## src/rtl/motor_pkg.sv

```systemverilog
// Shared definitions for the motor PWM scheduler.
//   SPEED_W      width of one channel's speed word
//   state_e      scheduler state encoding (also driven onto the o_state port)
//   clamp_speed  saturates a 17-bit value into [lo, hi] and returns a speed word
package motor_pkg;

   localparam int unsigned SPEED_W = 16;

   typedef enum logic [1:0] {
      StIdle   = 2'b00,
      StArming = 2'b01,
      StRun    = 2'b10,
      StFault  = 2'b11
   } state_e;

   function automatic logic [SPEED_W-1:0] clamp_speed(input logic [SPEED_W:0] val,
                                                      input logic [SPEED_W:0] lo,
                                                      input logic [SPEED_W:0] hi);
      logic [SPEED_W:0] w_res;
      if (val < lo) begin
         w_res = lo;
      end else if (val > hi) begin
         w_res = hi;
      end else begin
         w_res = val;
      end
      return w_res[SPEED_W-1:0];
   endfunction

endpackage

```

## src/rtl/motor_slew_step.sv

```systemverilog
// One channel's rate-limited next speed value (purely combinational).
//   i_cur     current speed word
//   i_target  target speed word
//   i_step    largest allowed |change| per update
//   i_min     lower saturation bound
//   i_max     upper saturation bound
//   o_next    next speed word, moved toward the target and saturated into [i_min, i_max]
module motor_slew_step
   import motor_pkg::*;
(
   input  logic [SPEED_W-1:0] i_cur,
   input  logic [SPEED_W-1:0] i_target,
   input  logic [SPEED_W:0]   i_step,
   input  logic [SPEED_W:0]   i_min,
   input  logic [SPEED_W:0]   i_max,
   output logic [SPEED_W-1:0] o_next
);

   logic [SPEED_W:0] w_cur;
   logic [SPEED_W:0] w_tgt;
   logic [SPEED_W:0] w_diff;
   logic [SPEED_W:0] w_sum;

   // 17-bit arithmetic so cur + step can never wrap before saturation.
   always_comb begin
      w_cur  = {1'b0, i_cur};
      w_tgt  = {1'b0, i_target};
      w_diff = '0;
      w_sum  = w_cur;
      if (w_tgt > w_cur) begin
         w_diff = w_tgt - w_cur;
         w_sum  = w_cur + ((w_diff < i_step) ? w_diff : i_step);
      end else if (w_tgt < w_cur) begin
         w_diff = w_cur - w_tgt;
         w_sum  = w_cur - ((w_diff < i_step) ? w_diff : i_step);
      end
      o_next = clamp_speed(w_sum, i_min, i_max);
   end

endmodule

```

## src/rtl/motor_pwm_sched.sv

```systemverilog
// Quadcopter motor PWM scheduler: arming sequence, slew-limited speed updates on a fixed
// update tick, and a command-loss failsafe.
//   clk, rst_n     clock, asynchronous active-low reset
//   i_arm_req      level; leave IDLE for ARMING
//   i_disarm_req   level; return to IDLE from any state (wins over arm)
//   i_cmd_valid    speed command valid; accepted only while o_cmd_ready
//   o_cmd_ready    high in RUN
//   i_cmd_speed    target speeds, motor i in bits [16*i+15:16*i]
//   o_speed_out    registered speed words, updated only on a tick
//   o_speed_oe     one-cycle load strobe coincident with each speed_out update
//   o_state        00 IDLE, 01 ARMING, 10 RUN, 11 FAULT
//   o_fault        high while in FAULT
module motor_pwm_sched
   import motor_pkg::*;
#(
   parameter int unsigned NUM_MOTORS    = 4,
   parameter int unsigned MIN_SPEED     = 256,
   parameter int unsigned MAX_SPEED     = 65535,
   parameter int unsigned UPDATE_PERIOD = 65536,
   parameter int unsigned ARM_TICKS     = 50,
   parameter int unsigned SLEW_STEP     = 512,
   parameter int unsigned TIMEOUT_TICKS = 20
) (
   input  logic                          clk,
   input  logic                          rst_n,
   input  logic                          i_arm_req,
   input  logic                          i_disarm_req,
   input  logic                          i_cmd_valid,
   output logic                          o_cmd_ready,
   input  logic [SPEED_W*NUM_MOTORS-1:0] i_cmd_speed,
   output logic [SPEED_W*NUM_MOTORS-1:0] o_speed_out,
   output logic                          o_speed_oe,
   output logic [1:0]                    o_state,
   output logic                          o_fault
);

   localparam int unsigned CNT_W = $clog2(UPDATE_PERIOD);
   localparam int unsigned ARM_W = $clog2(ARM_TICKS + 1);
   localparam int unsigned TO_W  = $clog2(TIMEOUT_TICKS + 1);

   localparam logic [CNT_W-1:0]   TICK_LAST = CNT_W'(UPDATE_PERIOD - 1);
   localparam logic [ARM_W-1:0]   ARM_LAST  = ARM_W'(ARM_TICKS);
   localparam logic [TO_W-1:0]    TO_LAST   = TO_W'(TIMEOUT_TICKS);
   localparam logic [SPEED_W:0]   MIN_17    = (SPEED_W + 1)'(MIN_SPEED);
   localparam logic [SPEED_W:0]   MAX_17    = (SPEED_W + 1)'(MAX_SPEED);
   localparam logic [SPEED_W:0]   STEP_17   = (SPEED_W + 1)'(SLEW_STEP);
   localparam logic [SPEED_W-1:0] MIN_16    = SPEED_W'(MIN_SPEED);

   state_e                              r_state, w_state_d;
   logic [CNT_W-1:0]                    r_tick_cnt;
   logic [ARM_W-1:0]                    r_arm_cnt, w_arm_cnt_d, w_arm_inc;
   logic [TO_W-1:0]                     r_to_cnt, w_to_cnt_d, w_to_inc;
   logic [NUM_MOTORS-1:0][SPEED_W-1:0]  r_target, w_target_d;
   logic [NUM_MOTORS-1:0][SPEED_W-1:0]  r_speed, w_speed_d;
   logic [NUM_MOTORS-1:0][SPEED_W-1:0]  w_slew;
   logic                                r_speed_oe;
   logic                                w_tick;
   logic                                w_accept;

   // Free-running update tick; never resynchronised to the FSM.
   assign w_tick = (r_tick_cnt == TICK_LAST);

   always_ff @(posedge clk or negedge rst_n) begin
      if (!rst_n) begin
         r_tick_cnt <= '0;
      end else begin
         r_tick_cnt <= w_tick ? '0 : r_tick_cnt + CNT_W'(1);
      end
   end

   for (genvar g = 0; g < int'(NUM_MOTORS); g++) begin : g_slew
      motor_slew_step u_slew (
         .i_cur    (r_speed[g]),
         .i_target (r_target[g]),
         .i_step   (STEP_17),
         .i_min    (MIN_17),
         .i_max    (MAX_17),
         .o_next   (w_slew[g])
      );
   end

   assign w_accept  = i_cmd_valid && (r_state == StRun);
   assign w_arm_inc = r_arm_cnt + ARM_W'(1);
   assign w_to_inc  = r_to_cnt + TO_W'(1);

   always_comb begin
      w_state_d   = r_state;
      w_arm_cnt_d = r_arm_cnt;
      w_to_cnt_d  = r_to_cnt;
      w_target_d  = r_target;
      w_speed_d   = r_speed;
      if (i_disarm_req) begin
         w_state_d   = StIdle;
         w_arm_cnt_d = '0;
         w_to_cnt_d  = '0;
         w_target_d  = '0;
         if (w_tick) w_speed_d = '0;
      end else begin
         unique case (r_state)
            StIdle: begin
               if (w_tick) w_speed_d = '0;
               if (i_arm_req) begin
                  w_state_d   = StArming;
                  w_arm_cnt_d = '0;
               end
            end
            StArming: begin
               if (w_tick) begin
                  for (int i = 0; i < int'(NUM_MOTORS); i++) w_speed_d[i] = MIN_16;
                  w_arm_cnt_d = w_arm_inc;
                  if (w_arm_inc == ARM_LAST) begin
                     w_state_d  = StRun;
                     w_to_cnt_d = '0;
                     for (int i = 0; i < int'(NUM_MOTORS); i++) w_target_d[i] = MIN_16;
                  end
               end
            end
            StRun: begin
               // The tick slews toward the target held before any same-cycle accept.
               if (w_tick) w_speed_d = w_slew;
               if (w_accept) begin
                  w_to_cnt_d = '0;
                  for (int i = 0; i < int'(NUM_MOTORS); i++) begin
                     w_target_d[i] = clamp_speed({1'b0, i_cmd_speed[SPEED_W*i +: SPEED_W]},
                                                 MIN_17, MAX_17);
                  end
               end else if (w_tick) begin
                  w_to_cnt_d = w_to_inc;
                  if (w_to_inc == TO_LAST) w_state_d = StFault;
               end
            end
            StFault: begin
               if (w_tick) w_speed_d = '0;
            end
            default: w_state_d = StIdle;
         endcase
      end
   end

   always_ff @(posedge clk or negedge rst_n) begin
      if (!rst_n) begin
         r_state    <= StIdle;
         r_arm_cnt  <= '0;
         r_to_cnt   <= '0;
         r_target   <= '0;
         r_speed    <= '0;
         r_speed_oe <= 1'b0;
      end else begin
         r_state    <= w_state_d;
         r_arm_cnt  <= w_arm_cnt_d;
         r_to_cnt   <= w_to_cnt_d;
         r_target   <= w_target_d;
         r_speed    <= w_speed_d;
         r_speed_oe <= w_tick;
      end
   end

   assign o_speed_out = r_speed;
   assign o_speed_oe  = r_speed_oe;
   assign o_state     = r_state;
   assign o_fault     = (r_state == StFault);
   assign o_cmd_ready = (r_state == StRun);

endmodule

```

## config.mk

```make
export PLATFORM = sky130hd
export DESIGN_NAME = motor_pwm_sched
export DESIGN_NICKNAME = d
export VERILOG_FILES = /design/src/rtl/motor_pkg.sv /design/src/rtl/motor_slew_step.sv /design/src/rtl/motor_pwm_sched.sv
export SDC_FILE = /design/constraint.sdc
export NUM_CORES = 1
export LEC_CHECK = 0
export BUFFER_PORTS_ARGS = -buffer_cell sky130_fd_sc_hd__buf_2
export CELL_PAD_IN_SITES_DETAIL_PLACEMENT = 1
export CELL_PAD_IN_SITES_GLOBAL_PLACEMENT = 1
export CORE_MARGIN = 4
export CORE_UTILIZATION = 43
export DETAILED_ROUTE_END_ITERATION = 16
export PLACE_DENSITY = 0.9
export SKIP_LAST_GASP = 1
export SYNTH_ARGS = -nofsm -noshare
export SYNTH_HDL_FRONTEND = slang
export SYNTH_SLANG_ARGS = --single-unit
```

## constraint.sdc

```tcl
create_clock -name clk -period 5.6 [get_ports clk]
set_input_delay 0.56 -clock clk [delete_from_list [all_inputs] [get_ports clk]]
set_output_delay 0.56 -clock clk [all_outputs]
set_load 0.005 [all_outputs]
```

==> out/metrics.yaml, run 1 <==
cts:
  cts.clk_slew.worst_paths_ps: 90
  clk_latency_ps: 540
  tritoncts: "built"
  clock_sinks: 158
  cts-buffers-inserted: 17
  htree_levels: 4
  ctsRootBufferMaster: "clkbuf_16"
  cts_buffer_depth: 2
sta:
  drv_slew: 0
  slew_headroom: 0.0583
  max_freq_mhz: 145
  setup-tns-final_ps: -30990
  tightest_slew_ps: 1400
  setup_violations: 58
  fin_ws_ps: -1270
  rsz0062_at_grt: "true"
  period_share: 1.23
  worst_clock_skew_ps: 26.5
  hold_viol: 0
  min_period_ps: 6870
grt:
  grt_use_total: 0.347
  grt_max_degree: 64
  grt_pass1_wl_mm: 152
  antenna_found_initial: 3
  overflow: 0
  grt_pass1_vias: 28000
die:
  num_io_pins: 138
  die_h_um: 234
  die-area_um2: 54800
  dieWidth_um: 234
  core_area_um2: 50400
  rows: 82
  start_util: 0.436
synthesis:
  ys_seq_area_frac: 0.180
  netlist_instances: 2883
  yosysWarnings: 0
  async_reset_ff_frac: 1.00
  synth_seq_cells: 158
  syn_area_per_cell_um2: 7.62
  yosys_most_used_dff: "dfrtp_1"
  synth_edf_count: 0
  ys_types: 108
  syn_area_um2: 22000
drt:
  via_count: 28900
  route.detailed.drc: 0
  ant_nets: 0
  vias_per_cell: 6.96
  wl_per_cell_um: 29.5
  drt_iter0_drc: 3098
  first_pass_iters: 6
  wl_mm: 122
layout:
  layout_common_cells: "buf_4 (482), ha_1 (225), nand2_1 (222)"
  final_common_cell: "buf_4"
  nets: 3823
  n_fill_cell: 6012
  layout.cells.non_filler: 4148
  stdcell_area_um2: 30000
  area_growth_syn_to_layout_pct: 36.7
  final_layout_size_suffix_gt1_frac: 0.321
placed_design:
  io_buffers: 137
  dp_hpwl_mm: 69.6
  pre_cts_ws_ps: -658
  postPlaceCellArea_um2: 26000
  placed_cells: 3983
  globalplace.congestion: 0.971
worst_setup_path:
  r2r-start: "o_speed_out[6]$_DFFE_PN0P_"
  arrival_ps: 7280
  crit_family: "compound AO/OA/AOI/OAI gates"
  cp-start-kind: "register"
  worstPathMaxFanout: 8
  path_class: "register to register"
  required_ps: 6010
  path_cells: "inv_1, ha_1, a21oi_2, o21ai_1, o21a_2, a221o_1, nor3_2, a21oi_1, nor4_4, buf_4, buf_6, and2_4, ha_4, buf_6, a2111oi_0, o21ai_0, nand2_1, a31oi_4, xnor2_2, o211ai_1, o22a_1, nand4b_4, a32o_2"
  slowest_stage: "a2111oi_0"
  worstSetupEndpointType: "register"
  critPathBufInv: 4
  cpPeakStageDelay_ps: 590
  startpoint: "o_speed_out[6]$_DFFE_PN0P_"
  crit_top_cell: "buf_6"
run_status:
  status: "finished, violations left"
  violations: "negative setup slack"
pwr:
  finalPower_mw: 15.7
  vdd_drop_max_v: 0.000279
  power.leakage_nw: 13.8
  power_density_nw_per_um2: 523
worst_hold_path:
  hp-class: "primary input to register"
  worstHoldStart: "i_cmd_speed[5]"
job:
  maxCapViolations: 0
-- cell families (layout without fill, tap and decap cells) --
group           after synthesis  count (layout)  share of synthesized area
xor+xnor                    149             149                     0.0594
simple gates                947             948                      0.222
compound gates              966             966                      0.289
flops                       158             158                      0.180
fa+ha+maj                   293             293                      0.172
mux                          31              31                     0.0147
buf+inv                     337             881                     0.0619
other cells                   2              50                   0.000342
-- sequential cells by signal (all words and copies together) (netlist names) --
signal / count
o_speed_out: 64
r_target: 64
r_tick_cnt: 16
r_arm_cnt: 6
r_to_cnt: 5
o_state: 2
o_speed_oe: 1
-- synth_stat cells, types with 9 or more instances --
cell / count / area (um^2)
ha_1: 277 / 3470
o21ai_0: 236 / 1180
nand2_1: 230 / 863
a21oi_1: 229 / 1150
inv_1: 201 / 754
nor2_1: 201 / 754
dfrtp_1: 158 / 3950
nand3_1: 121 / 606
xnor2_1: 87 / 762
a21o_1: 84 / 631
clkbuf_1: 79 / 297
nor3_1: 68 / 340
xor2_1: 62 / 543
nand2b_1: 58 / 363
buf_2: 49 / 245
nor2b_1: 49 / 307
a211oi_1: 47 / 353
o211ai_1: 45 / 338
o21a_1: 38 / 285
a31oi_1: 28 / 175
and2_1: 25 / 156
and3_1: 21 / 131
mux2i_1: 21 / 210
nand4_1: 21 / 131
nor4_1: 21 / 131
o31ai_1: 21 / 158
or3_1: 21 / 131
o21ai_1: 20 / 100
nor3b_1: 17 / 128
a22oi_1: 16 / 120
fa_1: 16 / 320
or2_2: 16 / 100
o21bai_1: 15 / 113
a32o_1: 14 / 140
nand3b_1: 12 / 90.1
a221oi_1: 11 / 96.3
a32oi_1: 11 / 96.3
o22ai_1: 11 / 68.8
a22o_1: 10 / 87.6
mux2_2: 10 / 113
o31a_1: 10 / 87.6
a211o_1: 9 / 78.8
nor4b_1: 9 / 78.8
o2111ai_1: 9 / 78.8
-- per-stage QoR --
step	util	hold slack [ps]
after floorplan	-	264
after global placement	0.516	452
after detailed placement	0.516	465
after CTS	0.555	253
after global routing	0.596	269
final	0.596	260
-- what timing repair did --
action / in CTS / in global routing
resized for setup: 211 / 322
setup buffers: 54 / 76
setup endpoints to repair: 64 / 64
pin swaps: 113 / 195
hold buffers: 1 / 0
endpoints found under the hold margin: 4 / 0
gates cloned: 5 / 2
-- per-layer routing --
metal,track usage,up-vias,share of wire
li1,-,11600,-
met1,0.408,14000,0.35
met2,0.613,2284,0.46
met3,0.0524,985,0.095
met4,0.176,0,0.095
met5,0,-,0
-- worst reg2reg max path, stage by stage, from the launching register on --
cell and delay (ps):
dfrtp_1 560, inv_1 150, ha_1 310, a21oi_2 480, o21ai_1 280, o21a_2 230, a221o_1 380, nor3_2 260
a21oi_1 140, nor4_4 310, buf_4 190, buf_6 110, and2_4 150, ha_4 200, buf_6 140, a2111oi_0 590
o21ai_0 350, nand2_1 370, a31oi_4 150, xnor2_2 200, o211ai_1 180, o22a_1 290, nand4b_4 310, a32o_2 420
-- cell type report --
| cell class | instances | area [um^2] | area share |
|---|---|---|---|
| Timing Repair Buffer | 647 | 4650 | 0.155 |
| Clock inverter | 8 | 105 | 0.00350 |
| Clock buffer | 24 | 492 | 0.0164 |
| Sequential cell | 158 | 3960 | 0.132 |
| Antenna cell | 2 | 5.00 | 0.000167 |
| Multi-Input combinational cell | 2435 | 19200 | 0.640 |
| Inverter | 202 | 762 | 0.0254 |
| Tap cell | 672 | 841 | 0.0280 |
-- final timing paths --
kind	to	slack [ps]	cells past startpoint
setup / recovery	o_speed_out[6]$_DFFE_PN0P_	-1270	23
hold / removal	r_target[5]$_DFFE_PN0P_	260	3
setup reg to reg	o_speed_out[6]$_DFFE_PN0P_	-1270	23
hold reg to reg	r_tick_cnt[14]$_DFF_PN0_	480	1
max in group asynchronous	o_speed_out[53]$_DFFE_PN0P_	3550	3
min in group asynchronous	r_target[51]$_DFFE_PN0P_	550	2
-- where the power goes --
| group | internal [mW] | switching (mW) |
|---|---|---|
| sequential | 1.24 | 0.101 |
| clock | 0.705 | 0.644 |
| combinational | 5.00 | 8.01 |
| total | 6.95 | 8.75 |
Power figures use the tool's default switching activity.
==> inputs of run 2 (changes only) <==
--- a/config.mk
+++ b/config.mk
@@ -11,8 +11,9 @@
 export CORE_MARGIN = 4
 export CORE_UTILIZATION = 43
 export DETAILED_ROUTE_END_ITERATION = 16
-export PLACE_DENSITY = 0.9
+export PLACE_DENSITY_LB_ADDON = 0.2
 export SKIP_LAST_GASP = 1
+export SLEW_MARGIN = 10
 export SYNTH_ARGS = -nofsm -noshare
 export SYNTH_HDL_FRONTEND = slang
 export SYNTH_SLANG_ARGS = --single-unit
==> run 2 against run 1 <==
The flow still finishes with violations (negative setup slack). Largest power group unchanged. Critical path type unchanged. Via count fell by 12%. Global-route usage fell by 3.3 points. Setup slack improved by 1100 ps. Routed wire length fell by 22%.
==> out/metrics.yaml, run 2 (synthesis gave the netlist of run 1 again) <==
run_status:
  status: "finished, violations left"
  violations: "negative setup slack"
job:
  maxCapViolations: 0
drt:
  via_count: 25300
  ant_nets: 0
  first_pass_iters: 8
  vias_per_cell: 6.15
  wl_mm: 95.1
  drt_iter0_drc: 1763
  route.detailed.drc: 0
  wl_per_cell_um: 23.1
cts:
  clock_sinks: 158
  postCtsHoldBufs: 0
  tritoncts: "built"
  ctsRootBufferMaster: "clkbuf_16"
  cts_buffer_depth: 2
  cts.clk_slew.worst_paths_ps: 70
  htree_levels: 4
  clk_latency_ps: 510
  cts-buffers-inserted: 17
placed_design:
  globalplace.congestion: 0.934
  postPlaceCellArea_um2: 26100
  placed_cells: 3999
  io_buffers: 137
  dp_hpwl_mm: 67.0
layout:
  area_growth_syn_to_layout_pct: 35.0
  stdcell_area_um2: 29700
  layout_common_cells: "buf_4 (452), ha_1 (227), nand2_1 (213)"
  antennaDiodeCount: 0
  nets: 3794
  layout.cells.non_filler: 4117
  final_util: 0.589
  final_common_cell: "buf_4"
  final_layout_size_suffix_gt1_frac: 0.309
pwr:
  pwr-share-seq: 0.092
  p_int_mw: 6.79
  power_density_nw_per_um2: 486
  swShare: 0.529
  p_clk_frac: 0.092
  power.leakage_nw: 13.7
  finalPower_mw: 14.4
  vdd_drop_max_v: 0.000420
  p_sw_mw: 7.63
  combPwrFrac: 0.816
die:
  die_h_um: 234
  num_io_pins: 138
  die-area_um2: 54800
  core_area_um2: 50400
  rows: 82
  dieWidth_um: 234
  start_util: 0.436
worst_setup_path:
  required_ps: 5970
  cpPeakStageDelay_ps: 420
  cp-start-kind: "register"
  crit_family: "compound AO/OA/AOI/OAI gates"
  slowest_stage: "dfrtp_1"
  arrival_ps: 6170
  critPathBufInv: 9
  worstPathMaxFanout: 4
  worstSetupEndpointType: "register"
  crit_top_cell: "buf_4"
  path_class: "register to register"
grt:
  grt_pass1_vias: 25700
  antenna_found_initial: 1
  top_usage_layer: "met2"
  grtUsageMet3: 0.0439
  overflow: 0
  grt_max_degree: 83
  grt_pass1_wl_mm: 138
  grt_use_total: 0.314
  grtUsageMet1: 0.400
  use_met2: 0.541
sta:
  tightest_slew_ps: 1200
  min_period_ps: 5800
  fin_ws_ps: -199
  hold_viol: 0
  rsz0062_at_grt: "true"
  worst_clock_skew_ps: 17.5
  max_freq_mhz: 172
  whs_ps: 90.0
  drv_slew: 0
  setup_violations: 22
  slew_headroom: 0.201
  period_share: 1.04
worst_hold_path:
  hp-class: "primary input to asynchronous set/reset pin"
==> run 2: routing by layer <==
metal,part of all wire,vias to the layer above
met1,0.41,12600
met3,0.053,249
li1,-,11600
met2,0.49,891
met4,0.042,2
met5,0.000084,-
==> run 2: final timing paths <==
check	startpoint	depth (start not counted)	slack, ps	end
worst max-delay path	o_speed_out[16]$_DFFE_PN0P_	30	-200	o_speed_out[16]$_DFFE_PN0P_
min in group clk	i_cmd_speed[53]	3	270	r_target[53]$_DFFE_PN0P_
worst min-delay path	rst_n	1	90	r_target[12]$_DFFE_PN0P_
max in group asynchronous	rst_n	2	4180	r_target[58]$_DFFE_PN0P_
worst max register to register	o_speed_out[16]$_DFFE_PN0P_	30	-200	o_speed_out[16]$_DFFE_PN0P_
worst min register to register	r_tick_cnt[14]$_DFF_PN0_	1	480	r_tick_cnt[14]$_DFF_PN0_
==> run 2: stage by stage <==
step / TNS (ps) / setup WS [ps]
2_1_floorplan: 0 / 34.2
3_3_place_gp: -9610 / -338
3_5_place_dp: -19110 / -545
4_1_cts: -66.9 / -17.7
5_1_grt: -10090 / -401
6_report: -1600 / -199
==> run 2: cell type report <==
cell class / instances / area [um^2]
fill: 6161 / 20700
timing repair buffer: 618 / 4460
clock buffer: 17 / 425
inverter: 202 / 769
clock inverter: 15 / 193
tap: 672 / 841
multi-input combinational: 2435 / 19000
sequential: 158 / 3950
==> run 2: power groups by stage <==
stage / clock [mW] / combinational [mW] / sequential (mW)
after floorplan: 0 / 6.03 / 1.32
after global placement: 0 / 9.06 / 1.34
after detailed placement: 0 / 9.31 / 1.34
after CTS: 1.34 / 10.2 / 1.32
after global routing: 1.39 / 12.5 / 1.34
final: 1.33 / 11.8 / 1.32
==> run 2: what timing repair did <==
item,4_1_cts,5_1_grt
gates cloned,3,0
setup endpoints to repair,58,64
buffers inserted,35,49
endpoints found under the hold margin,0,0
gates resized for setup,174,318
pin swaps,89,193
